`src/rtl/mem_stage_pkg.sv`:
```
// Shared types for the MEM pipeline stage: op encodings, stage payloads,
// byte-enable constants and the access FSM states.
package mem_stage_pkg;

    localparam int unsigned XLEN   = 32;
    localparam int unsigned REG_AW = 5;

    typedef logic [REG_AW-1:0] regaddr_t;

    typedef enum logic [3:0] {
        MEM_OP_NONE = 4'd0,
        MEM_OP_LB   = 4'd1,
        MEM_OP_LBU  = 4'd2,
        MEM_OP_LH   = 4'd3,
        MEM_OP_LHU  = 4'd4,
        MEM_OP_LW   = 4'd5,
        MEM_OP_SB   = 4'd6,
        MEM_OP_SH   = 4'd7,
        MEM_OP_SW   = 4'd8
    } mem_op_t;

    typedef struct packed {
        regaddr_t        rd_addr;
        logic [XLEN-1:0] rd_data;
        mem_op_t         mem_op;
        logic [XLEN-1:0] mem_data;
    } mem_params_t;

    typedef struct packed {
        regaddr_t        rd_addr;
        logic [XLEN-1:0] rd_data;
    } wb_params_t;

    localparam logic [3:0] BE_NONE    = 4'b0000;
    localparam logic [3:0] BE_BYTE0   = 4'b0001;
    localparam logic [3:0] BE_LO_HALF = 4'b0011;
    localparam logic [3:0] BE_HI_HALF = 4'b1100;
    localparam logic [3:0] BE_WORD    = 4'b1111;

    typedef enum logic {
        ST_IDLE = 1'b0,
        ST_REQ  = 1'b1
    } state_t;

    function automatic logic is_store_op(mem_op_t op);
        return (op == MEM_OP_SB) || (op == MEM_OP_SH) || (op == MEM_OP_SW);
    endfunction

endpackage

```
`src/rtl/mem_stage_align.sv`:
```
// Combinational lane logic: store byte enables and replicated data,
// alignment check, and load-lane extraction with sign/zero extension.
module mem_stage_align
    import mem_stage_pkg::*;
(
    input  logic [31:0] i_addr,
    input  mem_op_t     i_op,
    input  logic [31:0] i_wdata,
    input  logic [31:0] i_rdata,
    output logic [3:0]  o_be_c,
    output logic [31:0] o_wdata_c,
    output logic        o_misaligned_c,
    output logic [31:0] o_load_c
);

    logic [7:0]  w_byte;
    logic [15:0] w_half;

    always_comb begin
        w_byte = i_rdata[7:0];
        case (i_addr[1:0])
            2'd1:    w_byte = i_rdata[15:8];
            2'd2:    w_byte = i_rdata[23:16];
            2'd3:    w_byte = i_rdata[31:24];
            default: w_byte = i_rdata[7:0];
        endcase
        w_half = i_addr[1] ? i_rdata[31:16] : i_rdata[15:0];
    end

    always_comb begin
        o_be_c         = BE_NONE;
        o_wdata_c      = '0;
        o_misaligned_c = 1'b0;
        o_load_c       = '0;
        case (i_op)
            MEM_OP_LB:  o_load_c = {{24{w_byte[7]}}, w_byte};
            MEM_OP_LBU: o_load_c = {24'd0, w_byte};
            MEM_OP_LH: begin
                o_load_c       = {{16{w_half[15]}}, w_half};
                o_misaligned_c = i_addr[0];
            end
            MEM_OP_LHU: begin
                o_load_c       = {16'd0, w_half};
                o_misaligned_c = i_addr[0];
            end
            MEM_OP_LW: begin
                o_load_c       = i_rdata;
                o_misaligned_c = (i_addr[1:0] != 2'd0);
            end
            MEM_OP_SB: begin
                o_be_c    = 4'(BE_BYTE0 << i_addr[1:0]);
                o_wdata_c = {4{i_wdata[7:0]}};
            end
            MEM_OP_SH: begin
                o_be_c         = i_addr[1] ? BE_HI_HALF : BE_LO_HALF;
                o_wdata_c      = {2{i_wdata[15:0]}};
                o_misaligned_c = i_addr[0];
            end
            MEM_OP_SW: begin
                o_be_c         = BE_WORD;
                o_wdata_c      = i_wdata;
                o_misaligned_c = (i_addr[1:0] != 2'd0);
            end
            default: ;
        endcase
    end

endmodule

```
`src/rtl/mem_stage.sv`:
```
// MEM pipeline stage: issues one outstanding load/store on the req/ack bus,
// stalls upstream while waiting, and flags misaligned accesses and timeouts.
module mem_stage
    import mem_stage_pkg::*;
#(
    parameter int unsigned TIMEOUT_CYCLES = 255
) (
    input  logic        clk,
    input  logic        rst_n,
    input  mem_params_t mem_params_in,
    output regaddr_t    wb_rd_addr,
    output logic [31:0] wb_rd_data,
    output logic        stall,
    output logic        dmem_req,
    output logic        dmem_we,
    output logic [31:0] dmem_addr,
    output logic [3:0]  dmem_be,
    output logic [31:0] dmem_wdata,
    input  logic        dmem_ack,
    input  logic [31:0] dmem_rdata,
    output logic        exc_misaligned,
    output logic        exc_bus_err,
    output logic [31:0] exc_addr
);

    localparam int unsigned CNT_W = (TIMEOUT_CYCLES > 1) ? $clog2(TIMEOUT_CYCLES) : 1;

    state_t            r_state, w_state_nxt;
    logic              r_req, w_req_nxt;
    logic              r_we, w_we_nxt;
    logic [31:0]       r_addr, w_addr_nxt;
    logic [3:0]        r_be, w_be_nxt;
    logic [31:0]       r_wdata, w_wdata_nxt;
    logic [CNT_W-1:0]  r_cnt, w_cnt_nxt;
    mem_op_t           r_op, w_op_nxt;
    regaddr_t          r_rd, w_rd_nxt;
    logic [31:0]       r_eff, w_eff_nxt;
    wb_params_t        r_wb, w_wb_nxt;
    logic              r_exc_mis, w_exc_mis_nxt;
    logic              r_exc_bus, w_exc_bus_nxt;
    logic [31:0]       r_exc_addr, w_exc_addr_nxt;
    logic              w_stall;

    logic [31:0]       w_al_addr;
    mem_op_t           w_al_op;
    logic [3:0]        w_be;
    logic [31:0]       w_wdata;
    logic              w_misaligned;
    logic [31:0]       w_load;

    // While a request is in flight, extraction uses the captured access.
    assign w_al_addr = (r_state == ST_REQ) ? r_eff : mem_params_in.rd_data;
    assign w_al_op   = (r_state == ST_REQ) ? r_op  : mem_params_in.mem_op;

    mem_stage_align u_align (
        .i_addr         (w_al_addr),
        .i_op           (w_al_op),
        .i_wdata        (mem_params_in.mem_data),
        .i_rdata        (dmem_rdata),
        .o_be_c         (w_be),
        .o_wdata_c      (w_wdata),
        .o_misaligned_c (w_misaligned),
        .o_load_c       (w_load)
    );

    always_comb begin
        w_state_nxt    = r_state;
        w_req_nxt      = r_req;
        w_we_nxt       = r_we;
        w_addr_nxt     = r_addr;
        w_be_nxt       = r_be;
        w_wdata_nxt    = r_wdata;
        w_cnt_nxt      = r_cnt;
        w_op_nxt       = r_op;
        w_rd_nxt       = r_rd;
        w_eff_nxt      = r_eff;
        w_wb_nxt       = '0;
        w_exc_mis_nxt  = 1'b0;
        w_exc_bus_nxt  = 1'b0;
        w_exc_addr_nxt = r_exc_addr;
        w_stall        = 1'b0;
        case (r_state)
            ST_IDLE: begin
                if (mem_params_in.mem_op == MEM_OP_NONE) begin
                    w_wb_nxt.rd_addr = mem_params_in.rd_addr;
                    w_wb_nxt.rd_data = mem_params_in.rd_data;
                end else if (w_misaligned) begin
                    w_exc_mis_nxt  = 1'b1;
                    w_exc_addr_nxt = mem_params_in.rd_data;
                end else begin
                    w_stall     = 1'b1;
                    w_req_nxt   = 1'b1;
                    w_we_nxt    = is_store_op(mem_params_in.mem_op);
                    w_addr_nxt  = {mem_params_in.rd_data[31:2], 2'b00};
                    w_be_nxt    = w_be;
                    w_wdata_nxt = w_wdata;
                    w_cnt_nxt   = '0;
                    w_op_nxt    = mem_params_in.mem_op;
                    w_rd_nxt    = mem_params_in.rd_addr;
                    w_eff_nxt   = mem_params_in.rd_data;
                    w_state_nxt = ST_REQ;
                end
            end
            ST_REQ: begin
                if (dmem_ack) begin
                    w_req_nxt   = 1'b0;
                    w_state_nxt = ST_IDLE;
                    if (!is_store_op(r_op)) begin
                        w_wb_nxt.rd_addr = r_rd;
                        w_wb_nxt.rd_data = w_load;
                    end
                end else if (r_cnt == CNT_W'(TIMEOUT_CYCLES - 1)) begin
                    w_req_nxt      = 1'b0;
                    w_exc_bus_nxt  = 1'b1;
                    w_exc_addr_nxt = r_eff;
                    w_state_nxt    = ST_IDLE;
                end else begin
                    w_cnt_nxt = r_cnt + CNT_W'(1);
                    w_stall   = 1'b1;
                end
            end
            default: w_state_nxt = ST_IDLE;
        endcase
    end

    always_ff @(posedge clk or negedge rst_n) begin
        if (!rst_n) begin
            r_state    <= ST_IDLE;
            r_req      <= 1'b0;
            r_we       <= 1'b0;
            r_addr     <= '0;
            r_be       <= '0;
            r_wdata    <= '0;
            r_cnt      <= '0;
            r_op       <= MEM_OP_NONE;
            r_rd       <= '0;
            r_eff      <= '0;
            r_wb       <= '0;
            r_exc_mis  <= 1'b0;
            r_exc_bus  <= 1'b0;
            r_exc_addr <= '0;
        end else begin
            r_state    <= w_state_nxt;
            r_req      <= w_req_nxt;
            r_we       <= w_we_nxt;
            r_addr     <= w_addr_nxt;
            r_be       <= w_be_nxt;
            r_wdata    <= w_wdata_nxt;
            r_cnt      <= w_cnt_nxt;
            r_op       <= w_op_nxt;
            r_rd       <= w_rd_nxt;
            r_eff      <= w_eff_nxt;
            r_wb       <= w_wb_nxt;
            r_exc_mis  <= w_exc_mis_nxt;
            r_exc_bus  <= w_exc_bus_nxt;
            r_exc_addr <= w_exc_addr_nxt;
        end
    end

    // Stall is forced low during reset so upstream is released immediately.
    assign stall          = rst_n & w_stall;
    assign dmem_req       = r_req;
    assign dmem_we        = r_we;
    assign dmem_addr      = r_addr;
    assign dmem_be        = r_be;
    assign dmem_wdata     = r_wdata;
    assign wb_rd_addr     = r_wb.rd_addr;
    assign wb_rd_data     = r_wb.rd_data;
    assign exc_misaligned = r_exc_mis;
    assign exc_bus_err    = r_exc_bus;
    assign exc_addr       = r_exc_addr;

endmodule

```
`config.mk`:
```
export PLATFORM = sky130hd
export DESIGN_NAME = mem_stage
export DESIGN_NICKNAME = d
export VERILOG_FILES = /design/src/rtl/mem_stage_pkg.sv /design/src/rtl/mem_stage_align.sv /design/src/rtl/mem_stage.sv
export SDC_FILE = /design/constraint.sdc
export NUM_CORES = 1
export LEC_CHECK = 0
export CORE_AREA = 2 2 126 152
export DETAILED_ROUTE_END_ITERATION = 7
export DIE_AREA = 0 0 128 154
export MAX_ROUTING_LAYER = met4
export PLACE_DENSITY = 0.81
export SLEW_MARGIN = 25
export SYNTH_ARGS = -nofsm -noshare
export SYNTH_HDL_FRONTEND = slang
export SYNTH_HIERARCHICAL = 1
export SYNTH_SLANG_ARGS = --single-unit
```
`constraint.sdc`:
```
create_clock -name clk -period 5.4 [get_ports clk]
set_input_delay 0.81 -clock clk [delete_from_list [all_inputs] [get_ports clk]]
set_output_delay 0.81 -clock clk [all_outputs]
set_load 0.02 [all_outputs]
```
# After elaboration in Yosys (flattened, before gate mapping)
# Cells that the tools add are included.
dict set report op_classes {
  addsub 1
  eq_ne 25
  shifts 1
  muxes 39
  n_bitwise 4
  n_reduce_logical 12
}
# op count
set op_table {}
lappend op_table {{case mux 32 bit (5 select lines)} 1}
lappend op_table {{two-way mux 32 bit} 4}
lappend op_table {{two-way mux 37 bit} 3}
lappend op_table {{case mux 32 bit (3 select lines)} 1}
lappend op_table {{case mux 37 bit (2 select lines)} 1}
lappend op_table {{case mux 32 bit (2 select lines)} 1}
lappend op_table {{equality test 4 x 3 -> 1 bit, second input constant} 8}
lappend op_table {{two-way mux 8 bit} 4}
lappend op_table {{case mux 8 bit (3 select lines)} 1}
lappend op_table {{two-way mux 16 bit} 1}
lappend op_table {{case mux 8 bit (2 select lines)} 1}
lappend op_table {{two-way mux 1 bit} 14}
lappend op_table {{equality test 4 bit, second input constant} 3}
lappend op_table {{case mux 4 bit (3 select lines)} 1}
lappend op_table {{adder 8 x 1 -> 8 bit, second input constant} 1}
lappend op_table {{equality test 4 x 2 -> 1 bit, second input constant} 2}
lappend op_table {{equality test 8 bit, second input constant} 1}
lappend op_table {{two-way mux 4 bit} 2}
lappend op_table {{inequality test 2 bit, second input constant} 4}
lappend op_table {{AND reduction 4 bit} 2}
lappend op_table {{case mux 1 bit (2 select lines)} 3}
lappend op_table {{AND reduction 3 bit} 2}
lappend op_table {{equality test 2 bit, second input constant} 2}
lappend op_table {{equality test 4 x 1 -> 1 bit, second input constant} 1}
lappend op_table {{12 further kinds} 18}
dict set report word_totals {
  ff_bits 189
  in_bits 108
  out_inout_bits 142
  word_cells 97
}

# Depth between registers and ports, before layout
dict set report depth {
  ltp_word 8
  ltp_mapped 15
  depth_no_buf 8
}

# By module
# The synthesis kept the hierarchy.
# mod instances cells_each area_per_inst_um2 seq_area_each_um2
set by_module_without_submodules {}
lappend by_module_without_submodules {mem_stage 1 622 6718.9 3978.8}
lappend by_module_without_submodules {mem_stage_align 1 176 1332.5 0.0}

# Worst setup path before layout
# No wires, ideal clock.
dict set report synth_path {
  path_type {reg2out}
  start {register r_state}
  end {output stall}
  arrival_ns 3.263
  required_ns 4.590
  slack_ns 1.327
  path_stages_with_launch 14
  path_buffers 5
  cell_sequence {dfrtp_1 -> buf_2 -> buf_2 -> clkbuf_1 -> mux2_2 -> buf_2 -> nor4b_4 -> buf_2 -> o21ai_1 -> o21ai_1 -> nor3_1 -> nor2_1 -> clkinv_1 -> and2_1}
}
dict set report synth_via {
  elab_chain_cells 8
  elab_cells_between_ends 16
  cone_classes {eq/ne: 5; mux: 6; bitwise: 2; reduce/logical: 3}
}
# element line_no
set synth_lines {}
lappend synth_lines {{start: declaration} mem_stage.sv:28} ;# state_t r_state, w_state_nxt;
lappend synth_lines {{start signal: assignment} mem_stage.sv:143} ;# r_state <= w_state_nxt;
lappend synth_lines {{two-way mux 4 bit (*)} mem_stage.sv:53} ;# assign w_al_op = (r_state == ST_REQ) ? r_op : mem_params_in.mem_op;
lappend synth_lines {{named net w_al_op[1]} mem_stage.sv:45} ;# mem_op_t w_al_op;
lappend synth_lines {{equality test 4 x 3 -> 1 bit, or another cell as far along} mem_stage_align.sv:35} ;# case (i_op)
lappend synth_lines {{OR reduction 3 bit (no line) / OR reduction 2 bit (equally long branches)} -}
lappend synth_lines {{case mux 1 bit (2 select lines) (*)} mem_stage_align.sv:35}
lappend synth_lines {{named net w_misaligned} mem_stage.sv:48} ;# logic w_misaligned;
lappend synth_lines {{two-way mux 1 bit (*)} mem_stage.sv:87} ;# end else if (w_misaligned) begin
lappend synth_lines {{two-way mux 1 bit (*)} mem_stage.sv:84} ;# if (mem_params_in.mem_op == MEM_OP_NONE) begin
lappend synth_lines {{case mux 1 bit (2 select lines) (*)} mem_stage.sv:82} ;# case (r_state)
lappend synth_lines {{named net w_stall} mem_stage.sv:42} ;# logic w_stall;
lappend synth_lines {{AND 1 bit (*)} mem_stage.sv:161} ;# assign stall = rst_n & w_stall;
lappend synth_lines {{end: declaration} mem_stage.sv:13} ;# output logic stall,
# The timed path passes the listed nets; every way through them passes the cells marked *.

# Worst setup path in the final report
dict set report layout_path {
  start {input mem_params_in[32] in the netlist's numbering}
  end {output stall}
}
dict set report layout_via {
  elab_chain_cells 8
  elab_cells_between_ends 14
  cone_classes {eq/ne: 5; mux: 5; bitwise: 1; reduce/logical: 3}
}
# element line_no
set layout_lines {}
lappend layout_lines {{start: declaration} mem_stage.sv:10} ;# input mem_params_t mem_params_in,
lappend layout_lines {{two-way mux 4 bit (*)} mem_stage.sv:53}
lappend layout_lines {{named net w_al_op[0]} mem_stage.sv:45}
lappend layout_lines {{equality test 4 x 3 -> 1 bit, or another cell as far along} mem_stage_align.sv:35}
lappend layout_lines {{OR reduction 3 bit (no line) / OR reduction 2 bit (equally long branches)} -}
lappend layout_lines {{case mux 1 bit (2 select lines) (*)} mem_stage_align.sv:35}
lappend layout_lines {{named net w_misaligned} mem_stage.sv:48}
lappend layout_lines {{two-way mux 1 bit (*)} mem_stage.sv:87}
lappend layout_lines {{two-way mux 1 bit (*)} mem_stage.sv:84}
lappend layout_lines {{case mux 1 bit (2 select lines) (*)} mem_stage.sv:82}
lappend layout_lines {{named net w_stall} mem_stage.sv:42}
lappend layout_lines {{AND 1 bit (*)} mem_stage.sv:161}
# Marked as above.

==> impl_metrics.yaml <==
setup_path:
  crit_arrival_ns: 3.80
  critPathLaunchType: "input port"
  crit_fanout: 21
  ff2ff_path_depth: 8
  path_class: "input port to primary output"
  required_ns: 4.59
  end_kind: "primary output"
  rrSetupSlack_ns: 2.17
routing:
  drt_pass1_iterations: 5
  routed_wl_um: 23890
  final_antenna_net_count: 0
  wire_per_inst_um: 19.42
  drc: 0
  drt_iter0_drc: 536
  via_per_inst: 5.437
  vias: 6688
cells_and_area:
  fin_util: 0.6086
  syn_to_final_growth_pct: 36.88
  diodes: 0
  drive_above_1_share: 0.1282
  nNetsFinal: 1104
logic_synthesis:
  avgSynthCellArea_um2: 10.09
  yosysWarningCount: 6
  ys_ff_latch: 159
  ys.flop_type: "dfrtp_1"
  synth_common_cells: "nand2_1 (281), dfrtp_1 (159), mux2_2 (67)"
  syn_inst: 798
  synth_top_area_cell: "dfrtp_1"
  ys_seq_area_frac: 0.4942
  synth_top_area_share: 0.4942
  synth_area_leaders: "dfrtp_1 (49%), nand2_1 (13%), mux2_2 (9.4%)"
  synth-edff-count: 0
  async_flop_share: 1.000
  synth_most_common_cell: "nand2_1"
  synth_area_um2: 8051
  ys_types: 54
place:
  gp_congestion: 0.8011
  pre_cts_slack_ns: 0.7640
  numPortBuffers: 247
  dp_hpwl_um: 16790
clocking:
  cts_tree: "done"
  insertion_delay_ns: 0.42
  clock_path_buffers: 2
  cts_max_level: 4
  postCtsSetupBuffers: 0
  root_buffer: "clkbuf_16"
  ctsResizeCount: 0
  cts_hold_repair.buffers: 0
  cts.sinks: 159
  cts.clk_slew.worst_paths_ns: 0.06
  cts_buffers: 17
timing:
  slew_headroom: 0.3347
  fin_crit_sh: 0.8533
  fmax_ghz: 0.2170
  finalWorstSetupSlack_ns: 0.7922
  setup_viol: 0
  period_minus_slack_ns: 4.608
  worst_pin_slew_ns: 0.9956
  rsz0062_at_grt: "no"
  drv_slew: 0
  finalSetupTns_ns: 0
  final.setup_skew_ns: 0.01049
  finalHoldViolCount: 0
floorplanning:
  dieHeight_um: 154
  initial_utilization: 0.4447
  dieArea_um2: 19710
  core_um2: 18110
  row_count: 54
  fp.dieW_um: 128
  io-pin-count: 250
grt:
  grt_pass1_wl_um: 37020
  grtUsageTotal: 0.2497
  grt_pass1_vias: 6654
  grt_max_degree: 80
  overflow: 0
  antenna_found_initial: 0
pwr:
  p_comb_frac: 0.528
  p_per_area_nw_per_um2: 598.4
  clockPowerShare: 0.180
  vdd_drop_max_uv: 402.8
  pwr-share-seq: 0.291
  power_uw: 6595
  swShare: 0.4088
  p_int_uw: 3899
  p_switching_uw: 2696
  p_leak_uw: 0.005076
run_status:
  status: "finished clean"
flow_run:
  maxCapViolCount: 0
hold_path:
  hp-class: "input port to asynchronous set/reset pin"
## state kept, by name (all words and copies together), names as in the netlist
name,flops
r_state,1
r_eff,32
dmem_we,1
wb_rd_addr,5
wb_rd_data,32
r_cnt,8
dmem_be,4
dmem_req,1
exc_addr,32
r_op,4
dmem_wdata,32
exc_bus_err,1
r_rd,5
exc_misaligned,1
## cells in the final DEF, fill, tap and decap left out, types with 4 or more instances in the layout
cell type | synthesis | layout
a32oi_1 | 8 | 8
nand3_1 | 4 | 4
dfrtp_1 | 159 | 158
a221o_1 | 8 | 8
mux4_2 | 8 | 8
buf_4 | 35 | 9
inv_1 | 5 | 5
mux2_2 | 67 | 67
nand2_1 | 281 | 281
and2_1 | 9 | 9
clkbuf_16 | 0 | 17
clkdlybuf4s50_1 | 0 | 246
a22o_1 | 56 | 56
nor2_1 | 8 | 7
o21ai_1 | 24 | 24
mux2i_1 | 17 | 17
o21ai_0 | 7 | 7
mux2_1 | 10 | 10
## worst max-delay path, cell delays in order
cell and delay, ns:
clkdlybuf4s50_1 0.53, mux2_2 0.53, a21oi_1 0.13, o31a_1 0.26, o21ai_1 0.25, nor3_2 0.09, nor2_1 0.22, clkinv_1 0.24
and2_1 0.22, clkdlybuf4s50_1 0.53
## metrics by stage
stage / instance area [um2] / instances / hold slack (ns)
floorplan: 8055 / 799 / 0.4401
global placement: 10440 / 1199 / 0.4556
detailed placement: 10440 / 1199 / 0.4607
CTS: 11020 / 1230 / 0.2573
global route: 11020 / 1230 / 0.2646
finish: 11020 / 1230 / 0.2639
## cells by family (layout without fill, tap and decap cells)
family          count (synthesis)  count (layout)  share of synthesized area
fa+ha+maj                       2               2                   0.003108
simple gates                  327             327                     0.1697
buf+inv                        88             295                    0.06449
xor+xnor                        1               1                   0.001088
compound gates                118             118                     0.1158
other cells                     1               2                  0.0004658
mux                           102             102                     0.1512
flops                         159             159                     0.4942
## power groups by stage
stage                     Sequential, uW  Combinational (uW)  Clock, uW
after global placement              1920                3430          0
after floorplan                     2190                2020          0
after CTS                           1930                3510       1220
after detailed placement            1940                3500          0
after global routing                1980                3740       1270
final                               1920                3480       1190
## final timing paths
kind                                            start                         end
max                                 mem_params_in[32]                       stall
min                                             rst_n    exc_addr[15]$_DFFE_PN0P_
max reg2reg                         r_state$_DFF_PN0_     exc_addr[7]$_DFFE_PN0P_
min reg2reg                dmem_wdata[14]$_DFFE_PN0P_  dmem_wdata[14]$_DFFE_PN0P_
max in group asynchronous                       rst_n     exc_addr[1]$_DFFE_PN0P_
min in group clk           dmem_wdata[14]$_DFFE_PN0P_  dmem_wdata[14]$_DFFE_PN0P_
## layer usage
metal | GRT usage | part of all wire | vias up
li1 | - | - | 3105
met1 | 0.3026 | 0.41 | 3277
met2 | 0.4141 | 0.50 | 267
met3 | 0.05532 | 0.060 | 39
met4 | 0.08216 | 0.029 | 0
met5 | - | 0 | -
## cell type report
class	count	area [um2]
Fill cell	1519	7087
Multi-Input combinational cell	552	3587
Timing Repair Buffer	257	2561
Clock buffer	22	474.2
Tap cell	224	280.3
Clock inverter	9	111.4
Sequential cell	159	3980
Inverter	7	26.28
Note: power is estimated with default switching activity, not from simulation.
